==> src/rtl/vga_timing_gen.sv <==
// vga_timing_gen: run-time selectable VGA/VESA raster timing generator.
// Generates pixel coordinates, sync pulses with per-mode polarity, a
// video-active flag and line/frame strobes. All outputs are registered from
// the same counter value, so they stay mutually aligned one cycle behind the
// counters. A requested mode change is applied only while idle or on the
// last pixel of a frame, so the display never sees a torn frame.
`timescale 1ns/1ps
module vga_timing_gen #(
  parameter int CW           = 12,
  parameter int DEFAULT_MODE = 0
) (
  input  logic          sclk,
  input  logic          rst_n,
  input  logic          enable,
  input  logic [1:0]    mode,
  output logic [CW-1:0] X_PIX,
  output logic [CW-1:0] Y_PIX,
  output logic          Video_On,
  output logic          HSync,
  output logic          VSync,
  output logic          line_start,
  output logic          frame_start,
  output logic [1:0]    mode_active
);

  // Mode 3 has htot-1 = 1649, which needs 11 bits of counter.
  if (CW < 11) begin : g_cw_check
    $error("vga_timing_gen: CW must be at least 11 to hold the largest mode");
  end
  if (DEFAULT_MODE < 0 || DEFAULT_MODE > 3) begin : g_mode_check
    $error("vga_timing_gen: DEFAULT_MODE must be in 0..3");
  end

  // Pre-summed boundaries so the per-pixel compares are plain CW-bit compares.
  typedef struct packed {
    logic [CW-1:0] hres;
    logic [CW-1:0] hs_start;
    logic [CW-1:0] hs_end;
    logic [CW-1:0] htot;
    logic [CW-1:0] vres;
    logic [CW-1:0] vs_start;
    logic [CW-1:0] vs_end;
    logic [CW-1:0] vtot;
    logic          pos_pol;
  } timing_t;

  // 800x600 and 1280x720 use active-high syncs; the other two are active-low.
  function automatic logic is_pos_pol(input logic [1:0] m);
    return (m == 2'd1) || (m == 2'd3);
  endfunction

  function automatic timing_t mode_timing(input logic [1:0] m);
    timing_t       t;
    logic [CW-1:0] hfp, hsp, hbp, vfp, vsp, vbp;
    t   = '0;
    hfp = '0; hsp = '0; hbp = '0;
    vfp = '0; vsp = '0; vbp = '0;
    case (m)
      2'd0: begin
        t.hres = CW'(640);  hfp = CW'(16);  hsp = CW'(96);  hbp = CW'(48);
        t.vres = CW'(480);  vfp = CW'(10);  vsp = CW'(2);   vbp = CW'(33);
      end
      2'd1: begin
        t.hres = CW'(800);  hfp = CW'(40);  hsp = CW'(128); hbp = CW'(88);
        t.vres = CW'(600);  vfp = CW'(1);   vsp = CW'(4);   vbp = CW'(23);
      end
      2'd2: begin
        t.hres = CW'(1024); hfp = CW'(24);  hsp = CW'(136); hbp = CW'(160);
        t.vres = CW'(768);  vfp = CW'(3);   vsp = CW'(6);   vbp = CW'(29);
      end
      2'd3: begin
        t.hres = CW'(1280); hfp = CW'(110); hsp = CW'(40);  hbp = CW'(220);
        t.vres = CW'(720);  vfp = CW'(5);   vsp = CW'(5);   vbp = CW'(20);
      end
    endcase
    t.hs_start = t.hres + hfp;
    t.hs_end   = t.hs_start + hsp;
    t.htot     = t.hs_end + hbp;
    t.vs_start = t.vres + vfp;
    t.vs_end   = t.vs_start + vsp;
    t.vtot     = t.vs_end + vbp;
    t.pos_pol  = is_pos_pol(m);
    return t;
  endfunction

  localparam logic [1:0] DEF_MODE      = 2'(DEFAULT_MODE);
  localparam logic       DEF_IDLE_SYNC = ~is_pos_pol(DEF_MODE);

  logic [CW-1:0] h_cnt;
  logic [CW-1:0] v_cnt;
  timing_t       cur;
  logic          req_pos;
  logic          h_last;
  logic          v_last;
  logic          h_in_sync;
  logic          v_in_sync;

  // Timing of the mode being generated; the requested mode only matters
  // for the idle sync level.
  always_comb begin
    cur       = mode_timing(mode_active);
    req_pos   = is_pos_pol(mode);
    // >= rather than == so an out-of-range count can never run away.
    h_last    = (h_cnt >= cur.htot - CW'(1));
    v_last    = (v_cnt >= cur.vtot - CW'(1));
    h_in_sync = (h_cnt >= cur.hs_start) && (h_cnt < cur.hs_end);
    v_in_sync = (v_cnt >= cur.vs_start) && (v_cnt < cur.vs_end);
  end

  // Raster counters and active mode; mode is swapped only when idle or at
  // the frame-end wrap so the new timing begins at counter 0.
  always_ff @(posedge sclk or negedge rst_n) begin
    if (!rst_n) begin
      h_cnt       <= '0;
      v_cnt       <= '0;
      mode_active <= DEF_MODE;
    end else if (!enable) begin
      h_cnt       <= '0;
      v_cnt       <= '0;
      mode_active <= mode;
    end else if (h_last) begin
      h_cnt <= '0;
      if (v_last) begin
        v_cnt       <= '0;
        mode_active <= mode;
      end else begin
        v_cnt <= v_cnt + CW'(1);
      end
    end else begin
      h_cnt <= h_cnt + CW'(1);
    end
  end

  // Registered pixel-pipeline outputs, all decoded from the same count.
  always_ff @(posedge sclk or negedge rst_n) begin
    if (!rst_n) begin
      X_PIX       <= '0;
      Y_PIX       <= '0;
      Video_On    <= 1'b0;
      line_start  <= 1'b0;
      frame_start <= 1'b0;
      HSync       <= DEF_IDLE_SYNC;
      VSync       <= DEF_IDLE_SYNC;
    end else if (!enable) begin
      X_PIX       <= '0;
      Y_PIX       <= '0;
      Video_On    <= 1'b0;
      line_start  <= 1'b0;
      frame_start <= 1'b0;
      HSync       <= ~req_pos;
      VSync       <= ~req_pos;
    end else begin
      X_PIX       <= h_cnt;
      Y_PIX       <= v_cnt;
      Video_On    <= (h_cnt < cur.hres) && (v_cnt < cur.vres);
      line_start  <= (h_cnt == '0);
      frame_start <= (h_cnt == '0) && (v_cnt == '0);
      HSync       <= h_in_sync ? cur.pos_pol : ~cur.pos_pol;
      VSync       <= v_in_sync ? cur.pos_pol : ~cur.pos_pol;
    end
  end

endmodule

==> config.mk <==
export PLATFORM = sky130hd
export DESIGN_NAME = vga_timing_gen
export DESIGN_NICKNAME = d
export VERILOG_FILES = /design/src/rtl/vga_timing_gen.sv
export SDC_FILE = /design/constraint.sdc
export NUM_CORES = 1
export LEC_CHECK = 0
export CORE_MARGIN = 4
export CORE_UTILIZATION = 40
export CTS_BUF_LIST = sky130_fd_sc_hd__clkbuf_16
export CTS_CLUSTER_DIAMETER = 120
export DETAILED_ROUTE_END_ITERATION = 16
export GPL_ROUTABILITY_DRIVEN = 0
export SYNTH_ARGS = -nofsm -noshare
export SYNTH_HDL_FRONTEND = slang
export SYNTH_SLANG_ARGS = --single-unit
==> constraint.sdc <==
create_clock -name sclk -period 3.9 [get_ports sclk]
set_input_delay 1.17 -clock sclk [delete_from_list [all_inputs] [get_ports sclk]]
set_output_delay 1.17 -clock sclk [all_outputs]
set_load 0.02 [all_outputs]
## Word level (Yosys, flattened, before mapping)

Cells that the tools add are included.

- Input bits: 5
- Register bits after elaboration: 55
- Logic and storage cells: 72

- Equality and inequality tests: 7
- Reductions and logical operators: 10
- Add/subtract/negate cells: 10
- Magnitude comparators: 8
- Multiplexer cells: 25
- Bitwise gates (word level): 2

Operator list:

| cell | number |
|---|---|
| case mux 12 bit (4 select lines) | 8 |
| two-way mux 12 bit | 7 |
| adder 12 bit | 6 |
| >= comparator 12 bit | 4 |
| < comparator 12 bit | 4 |
| adder 12 x 1 -> 12 bit, second input constant | 2 |
| zero test 12 bit | 2 |
| subtractor 12 x 1 -> 12 bit, second input constant | 2 |
| two-way mux 1 bit | 7 |
| equality test 2 bit, second input constant | 3 |
| two-way mux 2 bit | 3 |
| equality test 2 x 1 -> 1 bit, second input constant | 2 |
| logical AND 1 bit | 4 |
| inequality test 2 x 1 -> 1 bit, second input constant | 2 |
| zero test 2 bit | 1 |
| logical OR 1 bit | 2 |
| NOT 1 bit | 2 |
| AND reduction 2 bit | 1 |

## Longest topological paths before layout

- Depth after elaboration: 10
- Depth in mapped cells: 17
- Mapped depth without buffers: 16

## Worst setup path before layout

No wires, ideal clock.

- Path kind: reg2reg
- Start: register mode_active[1]
- End: register v_cnt[9]
- Cell stages (with the launch flop): 17
- Library setup time: 0.126 ns
- Period minus slack after synthesis: 3.898 ns
- Required time: 3.774 ns
- Buffers on the path: 1
- Path slack: 0.002 ns
- Arrival time: 3.772 ns
- Cells stage by stage: dfrtp_1 ha_1 inv_1 ha_1 nor2_1 xor2_1 o22ai_1 xor2_1 nand4_1 ha_1 o21ai_1 o21ai_1 a2111oi_4 a21oi_2 nor2b_4 buf_6 a221o_1

- Longest elaborated chain between the ends: 10
- Elaborated cells on any way between the ends: 26
- Classes of those cells: add/sub (8); order compare (2); eq/ne (4); mux (11); reduce/logical (1)

RTL lines:

| element | RTL line | text |
|---|---|---|
| from (decl) | 23 | `output logic [1:0] mode_active` |
| from (signal assigned) | 120 | `mode_active <= mode;` |
| from (signal assigned) | 125 | `mode_active <= mode;` |
| equality test 2 bit, or another cell as far along | 58 | `case (m)` |
| case mux 12 bit (4 select lines) | 58 |  |
| adder 12 bit | 79 | `t.vs_start = t.vres + vfp;` |
| adder 12 bit | 80 | `t.vs_end = t.vs_start + vsp;` |
| adder 12 bit | 81 | `t.vtot = t.vs_end + vbp;` |
| subtractor 12 x 1 -> 12 bit | 105 | `v_last = (v_cnt >= cur.vtot - CW'(1));` |
| >= comparator 12 bit | 105 |  |
| two-way mux 12 bit | 123 | `if (v_last) begin` |
| two-way mux 12 bit | 121 | `end else if (h_last) begin` |
| two-way mux 12 bit | 117 | `end else if (!enable) begin` |
| to (signal assigned) | 127 | `v_cnt <= v_cnt + CW'(1);` |
| to (decl) | 90 | `logic [CW-1:0] v_cnt;` |

Parallel ways exist; a longest one is shown, timed or not. The select of a mux whose other input is x is not followed.
A chain may end at the register's enable or synchronous reset.

## Worst setup path after layout

- Start: register mode_active[0]
- End: register v_cnt[9]

The elaborated chain is that of the path after synthesis.

==> flow_metrics.env <==
export IMPL_crit_fanout=10
export IMPL_io_pins=36
export IMPL_wl_per_cell_um=15.94
export IMPL_drive_gt1_share_pct=7.625
export IMPL_hold_viol_final=0
export IMPL_syn_inst=412
export IMPL_die_area_um2=11630
export IMPL_rr_worst_depth=15
export IMPL_p_leak_nw=2.284
export IMPL_crit_path_start="mode_active[0]$_DFFE_PN0P_"
export IMPL_yosysWarnings=0
export IMPL_ant_nets=0
export IMPL_ys_types=52
export IMPL_crit_end="v_cnt[9]$_DFFE_PN0P_"
export IMPL_die_h_um=107.8
export IMPL_worst_slew_pin_slew_ns=0.9863
export IMPL_ys_seq_area_share_pct=34.59
export IMPL_placed_cell_area_um2=4559
export IMPL_r2r_end="v_cnt[9]$_DFFE_PN0P_"
export IMPL_power_density_nw_per_um2=507.6
export IMPL_stdcell_count=592
export IMPL_setup_violations=0
export IMPL_grt_overflow_total=0
export IMPL_vdd_drop_max_mv=0.2882
export IMPL_arrival_ns=3.73
export IMPL_grt_pass1_wl_um=15780
export IMPL_dr_pass1_iters=4
export IMPL_cts_root_buf="clkbuf_16"
export IMPL_synthFlopType="dfrtp_1"
export IMPL_fin_crit_ns=3.553
export IMPL_critPathKind="flop to flop"
export IMPL_cts_resized=0
export IMPL_synth_seq_cells=55
export IMPL_placed_cells=584
export IMPL_hold_class="flop to flop"
export IMPL_die_width_um=107.8
export IMPL_final_setup_worst_slack_ns=0.3468
export IMPL_num_vias=3141
export IMPL_port_buffers=35
export IMPL_grt_usage_pct=17.22
export IMPL_dp_slack_ns=0.3607
export IMPL_synth_avg_cell_area_um2=9.676
export IMPL_postLayoutCoreUtil_pct=48.43
export IMPL_drv_cap=0
export IMPL_async_flop_share_pct=100.0
export IMPL_cts_hold_fix_buffers=0
export IMPL_synth_edf_count=0
export IMPL_clock_sinks=55
export IMPL_cts_tree="done"
export IMPL_wl_um=9439
export IMPL_synthesis_area_um2=3986
export IMPL_final_nets=533
export IMPL_rsz0062_at_grt="false"
export IMPL_post_cts_setup_buffers=0
export IMPL_drv_slew=0
export IMPL_synth_nets=487
export IMPL_insertion_delay_ns=0.29
export IMPL_slew_headroom_pct=34.24
export IMPL_rows=36
export IMPL_dpl_hpwl_um=7237
export IMPL_fmax_mhz=281.4
export IMPL_critPathCaptureType="flop"
export IMPL_final_area_um2=4712
export IMPL_worstPathRequired_ns=4.08
export IMPL_diodes=0
export IMPL_crit_path_start_kind="flop"
export IMPL_rrSetupSlack_ns=0.35
export IMPL_start_util_pct=40.97
export IMPL_grt_pass1_vias=3022
export IMPL_fin_skew_ns=0.008236
export IMPL_outcome="complete, no violations"
export IMPL_grt_start_max_net_pins=46
export IMPL_drc=0
export IMPL_cts_buffers=5
export IMPL_antenna_found_initial=0
export IMPL_finalCritPeriodShare_pct=91.11
export IMPL_path_clk_slew_ns=0.07
export IMPL_clockBufferDepth=2
export IMPL_viasPerCell=5.306
export IMPL_syn_to_final_growth_pct=18.20
export IMPL_tns_ns=0
export IMPL_r2r_start="mode_active[0]$_DFFE_PN0P_"
export IMPL_first_iter_violations=125
export IMPL_core_area_um2=9729
export IMPL_htree_levels=2
==> cells by family after synthesis <==
| kind of cell | after synthesis | synth area share [%] |
|---|---|---|
| flip-flops | 55 | 34.59 |
| other | 1 | 0.09407 |
| AO/OA/AOI/OAI | 95 | 15.57 |
| buffers and inverters | 34 | 3.453 |
| AND/OR/NAND/NOR | 134 | 18.96 |
| XOR/XNOR | 17 | 3.735 |
| multiplexers | 6 | 1.632 |
| adder cells (fa/ha/maj) | 70 | 21.97 |
==> report_power, final <==
group          internal [W]  switching [W]
sequential         0.000637      0.0000913
clock              0.000237       0.000205
combinational      0.000516       0.000706
==> cells in the mapped netlist, types with 2 or more instances <==
| cell | n | area, um^2 |
|---|---|---|
| ha_1 | 70 | 875.8 |
| dfrtp_1 | 53 | 1326 |
| a21oi_1 | 27 | 135.1 |
| and2_1 | 27 | 168.9 |
| o21ai_0 | 24 | 120.1 |
| inv_1 | 23 | 86.33 |
| nor2_1 | 21 | 78.83 |
| nand3_1 | 16 | 80.08 |
| nand2_1 | 15 | 56.30 |
| nor2b_1 | 13 | 81.33 |
| xor2_1 | 13 | 113.9 |
| and3_1 | 12 | 75.07 |
| a22o_1 | 8 | 70.07 |
| clkbuf_1 | 8 | 30.03 |
| nand4_1 | 7 | 43.79 |
| a211oi_1 | 4 | 30.03 |
| a21o_1 | 4 | 30.03 |
| mux2_2 | 4 | 45.04 |
| nor4_1 | 4 | 25.02 |
| o211ai_1 | 4 | 30.03 |
| o21ai_1 | 4 | 20.02 |
| xnor2_1 | 4 | 35.03 |
| a21boi_0 | 3 | 22.52 |
| and4_1 | 3 | 26.28 |
| nand2b_1 | 3 | 18.77 |
| or3_1 | 3 | 18.77 |
| a41oi_1 | 2 | 17.52 |
| buf_2 | 2 | 10.01 |
| dfstp_2 | 2 | 52.55 |
| mux2i_1 | 2 | 20.02 |
| nand4b_1 | 2 | 17.52 |
| nor3b_1 | 2 | 15.01 |
| nor4b_1 | 2 | 17.52 |
| o21a_1 | 2 | 15.01 |
| o22ai_1 | 2 | 12.51 |
==> worst max-delay path: stages (launching register included) <==
cell	delay, ns
dfrtp_1	0.46
ha_1	0.24
buf_4	0.18
or2_2	0.36
nor2_1	0.11
a21oi_1	0.04
o21ai_0	0.21
xor2_1	0.17
nand4_1	0.11
ha_1	0.31
o21ai_1	0.09
o21ai_1	0.12
a2111oi_4	0.35
a21oi_2	0.13
nor2b_4	0.18
a221o_1	0.36
==> cell type report <==
cell class / instances / area, um^2
clock buffer: 5 / 125.1
clock inverter: 3 / 20.02
fill: 946 / 5017
inverter: 23 / 86.33
multi-input combinational: 323 / 2477
sequential: 55 / 1379
tap: 133 / 166.4
timing repair buffer: 50 / 457.9
==> registers in the layout, summed over array words and instances, names as in the netlist <==
register	cells
v_cnt	12
mode_active	2
VSync	1
X_PIX	12
HSync	1
h_cnt	12
Y_PIX	12
line_start	1
Video_On	1
frame_start	1
==> layout by cell type, fill, tap and decap left out, types with 5 or more instances in the layout <==
cell,count
dfrtp_1,53
nor2b_1,13
inv_1,23
nand4_1,7
xor2_1,12
nand2_1,15
o21ai_0,24
clkdlybuf4s50_1,34
nor2_1,21
and2_1,27
and3_1,12
ha_1,70
nand3_1,16
a21oi_1,27
a22o_1,8
buf_4,15
clkbuf_16,5
==> stage by stage <==
step                      power, W  hold WS (ns)
after floorplan           0.001545        0.5136
after CTS                 0.002403        0.6105
after global placement    0.001935        0.5919
final                     0.002392        0.6091
after global routing      0.002610        0.6360
after detailed placement  0.001947        0.5905
==> worst min path at each step <==
stage | startpoint | endpoint | cells past startpoint
final | v_cnt[0]$_DFFE_PN0P_ | Y_PIX[0]$_DFF_PN0_ | 1
after global routing | v_cnt[11]$_DFFE_PN0P_ | v_cnt[11]$_DFFE_PN0P_ | 2
after CTS | v_cnt[0]$_DFFE_PN0P_ | Y_PIX[0]$_DFF_PN0_ | 1
after detailed placement | v_cnt[0]$_DFFE_PN0P_ | Y_PIX[0]$_DFF_PN0_ | 1
after global placement | v_cnt[0]$_DFFE_PN0P_ | Y_PIX[0]$_DFF_PN0_ | 1
after floorplan | v_cnt[0]$_DFFE_PN0P_ | Y_PIX[0]$_DFF_PN0_ | 1
==> routing by layer <==
metal / GRT usage, % / vias to the layer above / part of all wire, % / routed length, um
met5: 0 / - / 0 / 0
li1: - / 1566 / - / -
met1: 24.07 / 1490 / 47 / 4418
met2: 28.42 / 77 / 47 / 4457
met3: 2.280 / 8 / 5.1 / 480
met4: 3.787 / 0 / 0.88 / 83
No activity file was read; power rests on OpenSTA's default activity.
